File: config.mk
export PLATFORM = sky130hd
export DESIGN_NAME = mem_port_arbiter
export DESIGN_NICKNAME = d
export VERILOG_FILES = /design/src/rtl/mem_port_arbiter.sv
export SDC_FILE = /design/constraint.sdc
export NUM_CORES = 1
export LEC_CHECK = 0
export ABC_AREA = 1
export CAP_MARGIN = 20
export CELL_PAD_IN_SITES_DETAIL_PLACEMENT = 0
export CELL_PAD_IN_SITES_GLOBAL_PLACEMENT = 1
export CORE_AREA = 2 2 83 85
export CTS_CLUSTER_SIZE = 10
export DETAILED_ROUTE_END_ITERATION = 8
export DIE_AREA = 0 0 85 87
export DONT_BUFFER_PORTS = 1
export GPL_ROUTABILITY_DRIVEN = 0
export PLACE_DENSITY = 0.78
export SLEW_MARGIN = 40
export SYNTH_ARGS = -nofsm -noshare
export SYNTH_HDL_FRONTEND = slang
export SYNTH_SLANG_ARGS = --single-unit
File: constraint.sdc
create_clock -name clk -period 2 [get_ports clk]
set_clock_uncertainty 0.05 [all_clocks]
set_input_delay 0.1 -clock clk [delete_from_list [all_inputs] [get_ports clk]]
set_output_delay 0.1 -clock clk [all_outputs]
set_load 0.02 [all_outputs]
File: src/rtl/mem_port_arbiter.sv
`default_nettype none
// ============================================================================
// Module      : mem_port_arbiter
// Description : Shares one single-port memory between an instruction-fetch
//               requester and a data requester. One transfer is in flight at a
//               time: IDLE grants, ACCESS drives the memory for LAT cycles,
//               RESP pulses the owner's ack for one cycle. Data normally wins;
//               fetch is forced through after STARVE consecutive data grants
//               made while fetch was waiting.
// Ports       : clk, rst                    - clock, synchronous active-high reset
//               if_req/if_addr              - fetch request (level) and word address
//               if_rdata/if_ack             - fetched word, completion pulse
//               d_req/d_we/d_addr/d_wdata   - data request (level), write flag, address, value
//               d_rdata/d_ack               - read value, completion pulse
//               mem_en/mem_we/mem_addr/
//               mem_wdata/mem_rdata         - memory access port
//               stall                       - any request still waiting for its ack
// Revision    : 1.0 - initial release
// ============================================================================
module mem_port_arbiter #(
    parameter int LAT    = 2,
    parameter int STARVE = 3
) (
    input  logic        clk,
    input  logic        rst,
    input  logic        if_req,
    input  logic [7:0]  if_addr,
    output logic [15:0] if_rdata,
    output logic        if_ack,
    input  logic        d_req,
    input  logic        d_we,
    input  logic [7:0]  d_addr,
    input  logic [15:0] d_wdata,
    output logic [15:0] d_rdata,
    output logic        d_ack,
    output logic        mem_en,
    output logic        mem_we,
    output logic [7:0]  mem_addr,
    output logic [15:0] mem_wdata,
    input  logic [15:0] mem_rdata,
    output logic        stall
);

    typedef enum logic [1:0] {
        S_IDLE   = 2'd0,
        S_ACCESS = 2'd1,
        S_RESP   = 2'd2
    } state_t;

    localparam logic [3:0] C_CNT_INIT = 4'(LAT - 1);
    localparam logic [3:0] C_STARVE   = 4'(STARVE);
    localparam logic [3:0] C_SAT      = 4'hF;

    state_t      r_state;
    state_t      w_next;
    logic [3:0]  r_cnt;
    logic [3:0]  r_starve;
    logic        r_own_d;     // 1: data port owns the transfer, 0: fetch port
    logic        r_we;
    logic [7:0]  r_addr;
    logic [15:0] r_wdata;
    logic [15:0] r_if_rdata;
    logic [15:0] r_d_rdata;

    logic        w_any_req;
    logic        w_grant;
    logic        w_grant_if;

    always_comb begin
        w_any_req  = if_req | d_req;
        w_grant    = (r_state == S_IDLE) & w_any_req;
        // Fetch only beats a simultaneous data request once starvation limit is hit.
        w_grant_if = if_req & (~d_req | (r_starve == C_STARVE));
    end

    // ---------------------------------------------------------------- FSM
    always_ff @(posedge clk) begin
        if (rst) begin
            r_state <= S_IDLE;
        end else begin
            r_state <= w_next;
        end
    end

    always_comb begin
        w_next = r_state;
        case (r_state)
            S_IDLE:   if (w_any_req) w_next = S_ACCESS;
            S_ACCESS: if (r_cnt == 4'd0) w_next = S_RESP;
            S_RESP:   w_next = S_IDLE;
            default:  w_next = S_IDLE;
        endcase
    end

    // ----------------------------------------------------------- datapath
    always_ff @(posedge clk) begin
        if (rst) begin
            r_cnt      <= 4'd0;
            r_starve   <= 4'd0;
            r_own_d    <= 1'b0;
            r_we       <= 1'b0;
            r_addr     <= 8'd0;
            r_wdata    <= 16'd0;
            r_if_rdata <= 16'd0;
            r_d_rdata  <= 16'd0;
        end else begin
            case (r_state)
                S_IDLE: begin
                    // Starvation only accumulates while fetch is actually waiting.
                    if (!if_req || (w_grant && w_grant_if)) begin
                        r_starve <= 4'd0;
                    end else if (w_grant && (r_starve != C_SAT)) begin
                        r_starve <= r_starve + 4'd1;
                    end
                    if (w_grant) begin
                        r_own_d <= ~w_grant_if;
                        r_we    <= d_we;
                        r_addr  <= w_grant_if ? if_addr : d_addr;
                        r_wdata <= d_wdata;
                        r_cnt   <= C_CNT_INIT;
                    end
                end
                S_ACCESS: begin
                    if (r_cnt == 4'd0) begin
                        if (!r_own_d) begin
                            r_if_rdata <= mem_rdata;
                        end else if (!r_we) begin
                            r_d_rdata <= mem_rdata;
                        end
                    end else begin
                        r_cnt <= r_cnt - 4'd1;
                    end
                end
                default: begin
                end
            endcase
        end
    end

    // ------------------------------------------------------------ outputs
    // Strobes and acks are also masked by rst so nothing leaks out in the
    // cycle where reset is first asserted.
    assign mem_en    = (r_state == S_ACCESS) & ~rst;
    assign mem_we    = (r_state == S_ACCESS) & r_own_d & r_we & ~rst;
    assign mem_addr  = r_addr;
    assign mem_wdata = r_wdata;
    assign if_ack    = (r_state == S_RESP) & ~r_own_d & ~rst;
    assign d_ack     = (r_state == S_RESP) & r_own_d & ~rst;
    assign if_rdata  = r_if_rdata;
    assign d_rdata   = r_d_rdata;
    assign stall     = (if_req & ~if_ack) | (d_req & ~d_ack);

endmodule
`default_nettype wire

Yosys cells after proc, flatten, opt, wreduce, memory -nomap -nowiden
Cells that the tools add are included.
{ "totals": {"input_bits": 53, "output_inout_bits": 61, "wordCells": 64, "ff_bits": 68} }
{ "op_classes": {"add_sub_neg": 2, "n_reduce_logical": 14, "mux": 9, "eq_ne": 8, "bitwise": 22} }
{ "op_table": {"columns": ["cell", "n"], "rows": [
  ["$mux W4", 4],
  ["$and A1 B1 Y1", 12],
  ["$mux W8", 1],
  ["$ne A2 B2 Y1 const B", 4],
  ["$pmux W4 S2", 1],
  ["$not A1 Y1", 7],
  ["$reduce_and A2 Y1", 3],
  ["$reduce_and A3 Y1", 2],
  ["$add A4 B1 Y4 const B", 1],
  ["$eq A4 B2 Y1 const B", 1],
  ["$logic_not A4 Y1", 1],
  ["$mux W2", 2],
  ["$ne A4 B4 Y1 const B", 1],
  ["$pmux W2 S2", 1],
  ["$reduce_and A4 Y1", 1],
  ["$reduce_bool A2 Y1", 2],
  ["$sub A4 B1 Y4 const B", 1],
  ["$or A1 B1 Y1", 3],
  ["$eq A2 B1 Y1 const B", 1],
  ["$eq A2 B2 Y1 const B", 1],
  ["$logic_and A1 B1 Y1", 2],
  ["$logic_not A2 Y1", 1],
  ["$logic_not A1 Y1", 1],
  ["$logic_or A1 B1 Y1", 1]
]} }

Depth between registers and ports, before layout
Gate-level depths: netlist of the first run.
{ "depth": {"word_depth": 7, "depth_mapped": 9, "ltp_nobuf": 9} }

Worst setup path before layout of the first run
Ideal clock, no wire load.
{ "synth_path": {"path_kind": "register -> output", "from": "register r_own_d", "to": "output port stall", "path_buffers": 1, "t_arrival_ns": 1.731, "path_slack_ns": 0.119, "required_ns": 1.850, "path_stages_with_launch": 5, "cell_sequence": "dfxtp_1 -> inv_1 -> clkbuf_1 -> nor4_1 -> o22ai_1"} }
{ "synth_via": {"elab_cells_between_ends": 10, "cone_classes": "bitwise: 10"} }
{ "synth_lines": {"columns": ["item", "line", "text"], "rows": [
  ["start, declared", "58", "logic r_own_d;"],
  ["start signal, assigned", "116", "r_own_d <= ~w_grant_if;"],
  ["$and A1 B1 Y1 (2 in series)", "148", "assign d_ack = (r_state == S_RESP) & r_own_d & ~rst;"],
  ["via d_ack", "35", "output logic d_ack,"],
  ["$not A1 Y1", "151", "assign stall = (if_req & ~if_ack) | (d_req & ~d_ack);"],
  ["$and A1 B1 Y1", "151", null],
  ["$or A1 B1 Y1", "151", null],
  ["end, declared", "41", "output logic stall"]
]} }
The timed path passes the listed nets, and every way through them passes these cells.

Worst setup path in the final report of the first run
{ "layout_path": {"from": "register r_cnt[0]", "to": "register r_if_rdata[15] (netlist: if_rdata[15])"} }
{ "layout_via": {"elab_chain_len": 2} }
{ "layout_rtl": {"columns": ["item", "line", "text"], "rows": [
  ["start, declared", "56", "logic [3:0] r_cnt;"],
  ["start signal, assigned", "131", "r_cnt <= r_cnt - 4'd1;"],
  ["$logic_not A4 Y1", "124", "if (r_cnt == 4'd0) begin"],
  ["$reduce_and A3 Y1 (no line)", null, null],
  ["end signal, assigned", "126", "r_if_rdata <= mem_rdata;"],
  ["end, declared", "62", "logic [15:0] r_if_rdata;"]
]} }
No other way between the ends.
A chain may end at the register's enable or synchronous reset.

==> impl_metrics.toml, run 1 <==
[outcome]
status = "finished, final reports clean"

[timing]
setup_ws_ns = 0.239
setup_tns_ns = 0
tightest_slew_ns = 0.659
max_freq_mhz = 568
finalMaxSlewViolations = 0
min_period_ns = 1.76
holdWs_ns = 0.0556
hold_violations = 0
rsz0062_at_grt = "no"
finalCritPeriodShare_pct = 88.0
setup_viol = 0
max_slew_margin_pct = 55.9

[routing]
via_per_inst = 5.05
vias = 2546
drc = 0
wl_um = 7010
dr.first_iter.drc_count = 84
firstDrtPassIters = 4
postRouteAntennaNets = 0
wire_per_inst_um = 13.9

[worst_setup_path]
r2r_slack_ns = 0.24
cp_cell_sequence = "inv_1 -> ha_1 -> nand3_1 -> nor2_8 -> nand2_1 -> nand2_1 -> a21oi_1"
r2r-end = "if_rdata[15]"
path_max_fanout = 16
rr_startpoint = "r_cnt[0]"
crit_top_cell = "nand2_1"
reg2regPathDepth = 7
cp-start-kind = "flop"
end_kind = "flop"
cpPeakStageDelay_ns = 0.36
worst_path_max_delay_cell = "nand2_1"
path_buf_inv = 1
critical_path.top_delay_family = "simple AND/OR/NAND/NOR gates"
arrival_ns = 1.90
critPathRequiredTime_ns = 2.14
crit_type = "flop to flop"

[pwr]
p_total_uw = 3670
vdd_drop_max_mv = 0.628
p_per_area_nw_per_um2 = 1030
leakagePower_uw = 0.00153

[layout]
nets = 475
design_area_um2 = 3560
multi_input_area_um2 = 1180
drive_above_1_share_pct = 8.25
area_growth_pct = 31.1
n_antenna_cell = 0
seq_area_um2 = 1360
fill_cells = 654

[placement]
place_area_um2 = 2820
port_buffers = 0
place_ws_ns = 0.298
dpl.hpwl_um = 4390

[synthesis]
ys_warn_count = 0
syn_area_um2 = 2710
yosys-top-cells-count = "nand2_1 (100), dfxtp_1 (68), nor2_1 (46), nand3_1 (45)"
synthFlopType = "dfxtp_1"
yosysSeqAreaShare_pct = 50.2
synthCells = 364
synth_nets = 420
synth.area.top_cells = "dfxtp_1 (50%), nand2_1 (14%), nand3_1 (8.3%), nor2_1 (6.4%), a21oi_1 (3.9%)"
yosysTopAreaCell = "dfxtp_1"
avgSynthCellArea_um2 = 7.45
synth.most_common_cell = "nand2_1"
synth_top_area_share_pct = 50.2
synth_seq_cells = 68
synth_edf_count = 0
ys_types = 27
asyncSetResetFlopFracSynth_pct = 0

[global_routing]
grt_pass1_wl_um = 11700
gr-usage-all-layers_pct = 19.5
grt_pass1_vias = 2536
antenna_found_initial = 0
grt_overflow = 0
grt_start_max_net_pins = 34

[die]
die_h_um = 87
dieWidth_um = 85
initial_utilization_pct = 41.3
rows = 30
die-area_um2 = 7400
coreArea_um2 = 6570
io_pins = 114

[cts]
cts_made_buffers = 9
clockBufferDepth = 2
cts_resized = 0
cts-root-buf = "clkbuf_8"
cts_tree = "built"
clk_latency_ns = 0.33
htree_levels = 3
cts_num_sinks = 68
clkSlewWorstSetupHoldPaths_ns = 0.07

[hold_path]
hold_path.startpoint = "rst"
whs_endpoint = "mem_wdata[13]"
hold_path_depth = 4
hp-class = "input port to flop"

[flow_run]
max-cap-violations = 0
-- worst max path at each step --
stage	startpoint	endpoint	slack, ns	depth (start not counted)
final	r_cnt[0]	if_rdata[15]	0.24	7
after global routing	r_cnt[0]	if_rdata[15]	0.03	7
after CTS	r_own_d	stall	0.18	4
after detailed placement	r_cnt[0]	if_rdata[15]	0.30	7
after global placement	r_cnt[0]	d_rdata[14]	0.36	8
after floorplan	r_own_d	stall	0.12	4
-- worst min-delay path: stages --
cell and delay, ns:
nor2_1 0.03, buf_4 0.16, nand2_1 0.06, nand2_1 0.04
-- per-stage QoR --
| stage | utilization [%] | std cells |
|---|---|---|
| after floorplan | - | 364 |
| after global placement | 43.0 | 437 |
| after detailed placement | 43.0 | 437 |
| after CTS | 54.2 | 504 |
| after global routing | 54.2 | 504 |
| final | 54.2 | 504 |
-- cells by family (layout without fill, tap and decap cells) --
kind of cell / count (synthesis) / in the layout / synth area share (%)
buffers and inverters: 42 / 102 / 6.37
AND/OR/NAND/NOR: 202 / 202 / 32.2
AO/OA/AOI/OAI: 48 / 48 / 9.55
flip-flops: 68 / 68 / 50.2
XOR/XNOR: 1 / 1 / 0.323
adder cells (fa/ha/maj): 3 / 3 / 1.38
-- area by class of cell --
class | instances | area share (%)
sequential | 68 | 38.3
multi-input combinational | 254 | 33.1
timing repair buffer | 61 | 16.8
clock buffer | 10 | 3.87
tap | 80 | 2.81
inverter | 25 | 2.64
clock inverter | 6 | 2.46
-- placed cells by master, fill, tap and decap left out, types with 3 or more instances in the layout --
cell and instances:
clkinvlp_4 3, inv_1 21, nor4_1 3, inv_2 4
buf_4 9, ha_1 3, nand3_1 45, clkbuf_8 10
o21ai_0 13, nand2_1 100, dlygate4sd3_1 51, nor2_1 46
dfxtp_1 68, o21ai_1 10, a21oi_1 21
-- timing repair --
item / CTS / global route
endpoints found under the hold margin: 64 / 0
setup endpoints to repair: 0 / 0
hold buffers: 51 / 0
buffers inserted: 0 / 0
-- registers in the layout, indices dropped and copies added, names as in the netlist --
signal	count
d_rdata	16
if_rdata	16
mem_addr	8
mem_wdata	16
r_cnt	4
r_own_d	1
r_starve	4
r_state	2
r_we	1
-- metal layers --
layer  share of wire (%)  track usage [%]
met1                  40             22.8
met2                  50             34.1
met3                 8.7             5.50
met4                 1.1             7.22
met5                   0                0
-- where the power goes --
part	switching, uW	internal, uW	total [uW]	leakage (uW)
sequential	249	1510	1760	0.000556
combinational	405	261	665	0.000872
clock	518	733	1250	0.000105
total	1170	2500	3670	0.00153
Power figures use the tool's default switching activity.
==> inputs of run 2 (changes only) <==
Settings changed: CORE_AREA 2 2 83 85 to 2 2 88 90, DIE_AREA 0 0 85 87 to 0 0 90 92, PLACE_DENSITY 0.78 to 0.73.
Clock period 2 ns to 1.4 ns, I/O delays scaled along.
==> run 2 against run 1 <==
  * The flow now finishes with violations (setup timing)
  * Register-to-register slack lost 0.33 ns
  * Total power grew 70%
  * Critical path depth shrank 3
  * Die area grew 12%
  * Via count grew 8.4%
  * Clock-buffer cell count grew 2
  * Global-route usage shrank 0.66 points
  * Wire length grew 22%
  * Worst setup slack lost 0.36 ns
  * Sequential share of layout area shrank 7.4 points
  * Largest cell class is now multi-input combinational cells
==> impl_metrics.toml, run 2 (same netlist as run 1, synthesis figures left out) <==
[outcome]
status = "finished, violations left"
violations = "setup timing"

[pwr]
power_switching_share_pct = 32.3
p_switching_uw = 2020
power_frac_comb_pct = 26.7
p_total_uw = 6260
leakagePower_uw = 0.00195
vdd_drop_max_mv = 0.765
p_per_area_nw_per_um2 = 1400
intPower_uw = 4240
seqPwrFrac_pct = 40.8
p_clk_share_pct = 32.6

[global_routing]
grt_overflow = 0
grt_pass1_wl_um = 12600
gr-usage-all-layers_pct = 18.9
antenna_found_initial = 0
grt_pass1_vias = 2625
grt_start_max_net_pins = 27

[flow_run]
max-cap-violations = 0

[timing]
setup_ws_ns = -0.124
finalCritPeriodShare_pct = 109
tightest_slew_ns = 0.930
hold_violations = 0
max_freq_mhz = 656
rsz0062_at_grt = "yes"
holdWs_ns = 0.0444
finalMaxSlewViolations = 0
max_slew_margin_pct = 38.0
setup_viol = 28
min_period_ns = 1.52

[routing]
drc = 0
wl_um = 8530
wire_per_inst_um = 15.2
vias = 2760
via_per_inst = 4.91
firstDrtPassIters = 4
postRouteAntennaNets = 0
dr.first_iter.drc_count = 79

[layout]
nets = 511
n_antenna_cell = 0
layout_commonest_cell = "dfxtp_1"
area_growth_pct = 64.8
layoutNonFillerInstCount = 562
fill_cells = 659
mostFrequentLayoutCells = "dfxtp_1 (61), nand2_1 (60), dlygate4sd3_1 (50)"
drive_above_1_share_pct = 34.1

[worst_setup_path]
r2r-end = "d_rdata[11]"
end_kind = "output pin"
arrival_ns = 1.40
path_buf_inv = 3
crit_type = "flop to output pin"
worst_path_max_delay_cell = "dfxtp_4"
critPathRequiredTime_ns = 1.28
cp_cell_sequence = "clkinvlp_4 -> buf_6 -> nor4_4 -> buf_4"
cpPeakStageDelay_ns = 0.37
r2r_slack_ns = -0.09
rr_startpoint = "r_cnt[0]"
crit_path_start = "r_own_d"
cp-start-kind = "flop"
critical_path.top_delay_family = "buffers and inverters"
path_max_fanout = 3
reg2regPathDepth = 8

[cts]
cts_made_buffers = 9
clockBufferDepth = 2
cts-root-buf = "clkbuf_8"
cts_num_sinks = 68
clkSlewWorstSetupHoldPaths_ns = 0.08
clk_latency_ns = 0.34
cts_tree = "built"
htree_levels = 3

[die]
die-area_um2 = 8280
die_h_um = 92
coreArea_um2 = 7450
io_pins = 114
initial_utilization_pct = 36.4
dieWidth_um = 90
rows = 32

[hold_path]
hold_path_depth = 4
hp-class = "input port to flop"
whs_endpoint = "mem_addr[1]"
hold_path.startpoint = "if_req"

[placement]
place_ws_ns = -0.0559
dp_cells = 476
port_buffers = 0
dpl.hpwl_um = 4750
[run 2: changes by cell type in the layout (fill, tap and decap cells not counted), moves of 8 or more]
cell     delta
buf_4      +19
buf_6       +8
nand2_1    -40
nand2_2    +25
nand2_4    +14
o21ai_0     -8
o21ai_1     -8
o21ai_2    +15
[run 2: area by class of cell]
cell class,count,area (um2),area share (%)
multi-input combinational,256,1610,36.0
sequential,68,1380,30.8
timing repair buffer,95,993,22.2
clock buffer,12,155,3.47
tap,102,128,2.86
inverter,25,110,2.46
clock inverter,4,95.1,2.13
[run 2: what timing repair did]
action,4_1_cts,5_1_grt
gates cloned,1,6
setup endpoints to repair,32,67
pin swaps,3,19
setup buffers,5,8
resized for setup,15,113
endpoints found under the hold margin,66,0
hold buffers,51,0
[run 2: layer usage]
metal,vias up,routed length [um],GRT usage [%]
met4,0,79,6.92
met5,-,0,0
met2,93,4340,32.0
met1,1298,3530,22.0
li1,1365,-,-
met3,4,572,6.74
[run 2: stage by stage]
stage / setup TNS [ns] / area, um2 / utilization (%)
floorplan: -0.0970 / 2790 / -
global placement: -0.251 / 3050 / 41.0
detailed placement: -0.370 / 3050 / 41.0
CTS: -0.900 / 3900 / 52.4
global route: -4.52 / 4470 / 60.0
finish: -1.30 / 4470 / 60.0
[run 2: power groups by stage]
| stage | Clock (uW) | Combinational (uW) | Sequential (uW) |
|---|---|---|---|
| finish | 2040 | 1670 | 2550 |
| global route | 2180 | 1830 | 2570 |
| floorplan | 0 | 715 | 2520 |
| global placement | 0 | 982 | 2550 |
| detailed placement | 0 | 1000 | 2540 |
| CTS | 2080 | 1210 | 2510 |
[run 2: worst max path at each step]
| stage | endpoint | slack (ns) | cells past startpoint |
|---|---|---|---|
| after global placement | mem_addr[6] | -0.03 | 9 |
| after floorplan | mem_we | -0.08 | 4 |
| final | mem_we | -0.12 | 4 |
| after detailed placement | d_rdata[4] | -0.06 | 8 |
| after CTS | stall | -0.12 | 4 |
| after global routing | mem_we | -0.20 | 4 |
[run 2: worst reg2reg max path, cell delays in order (launching register included)]
cell and delay (ns):
dfxtp_2 0.33, inv_2 0.07, ha_4 0.14, nand3_4 0.08, nor2_8 0.17, nand3_4 0.17
buf_12 0.19, o21ai_2 0.12, nor2_1 0.05
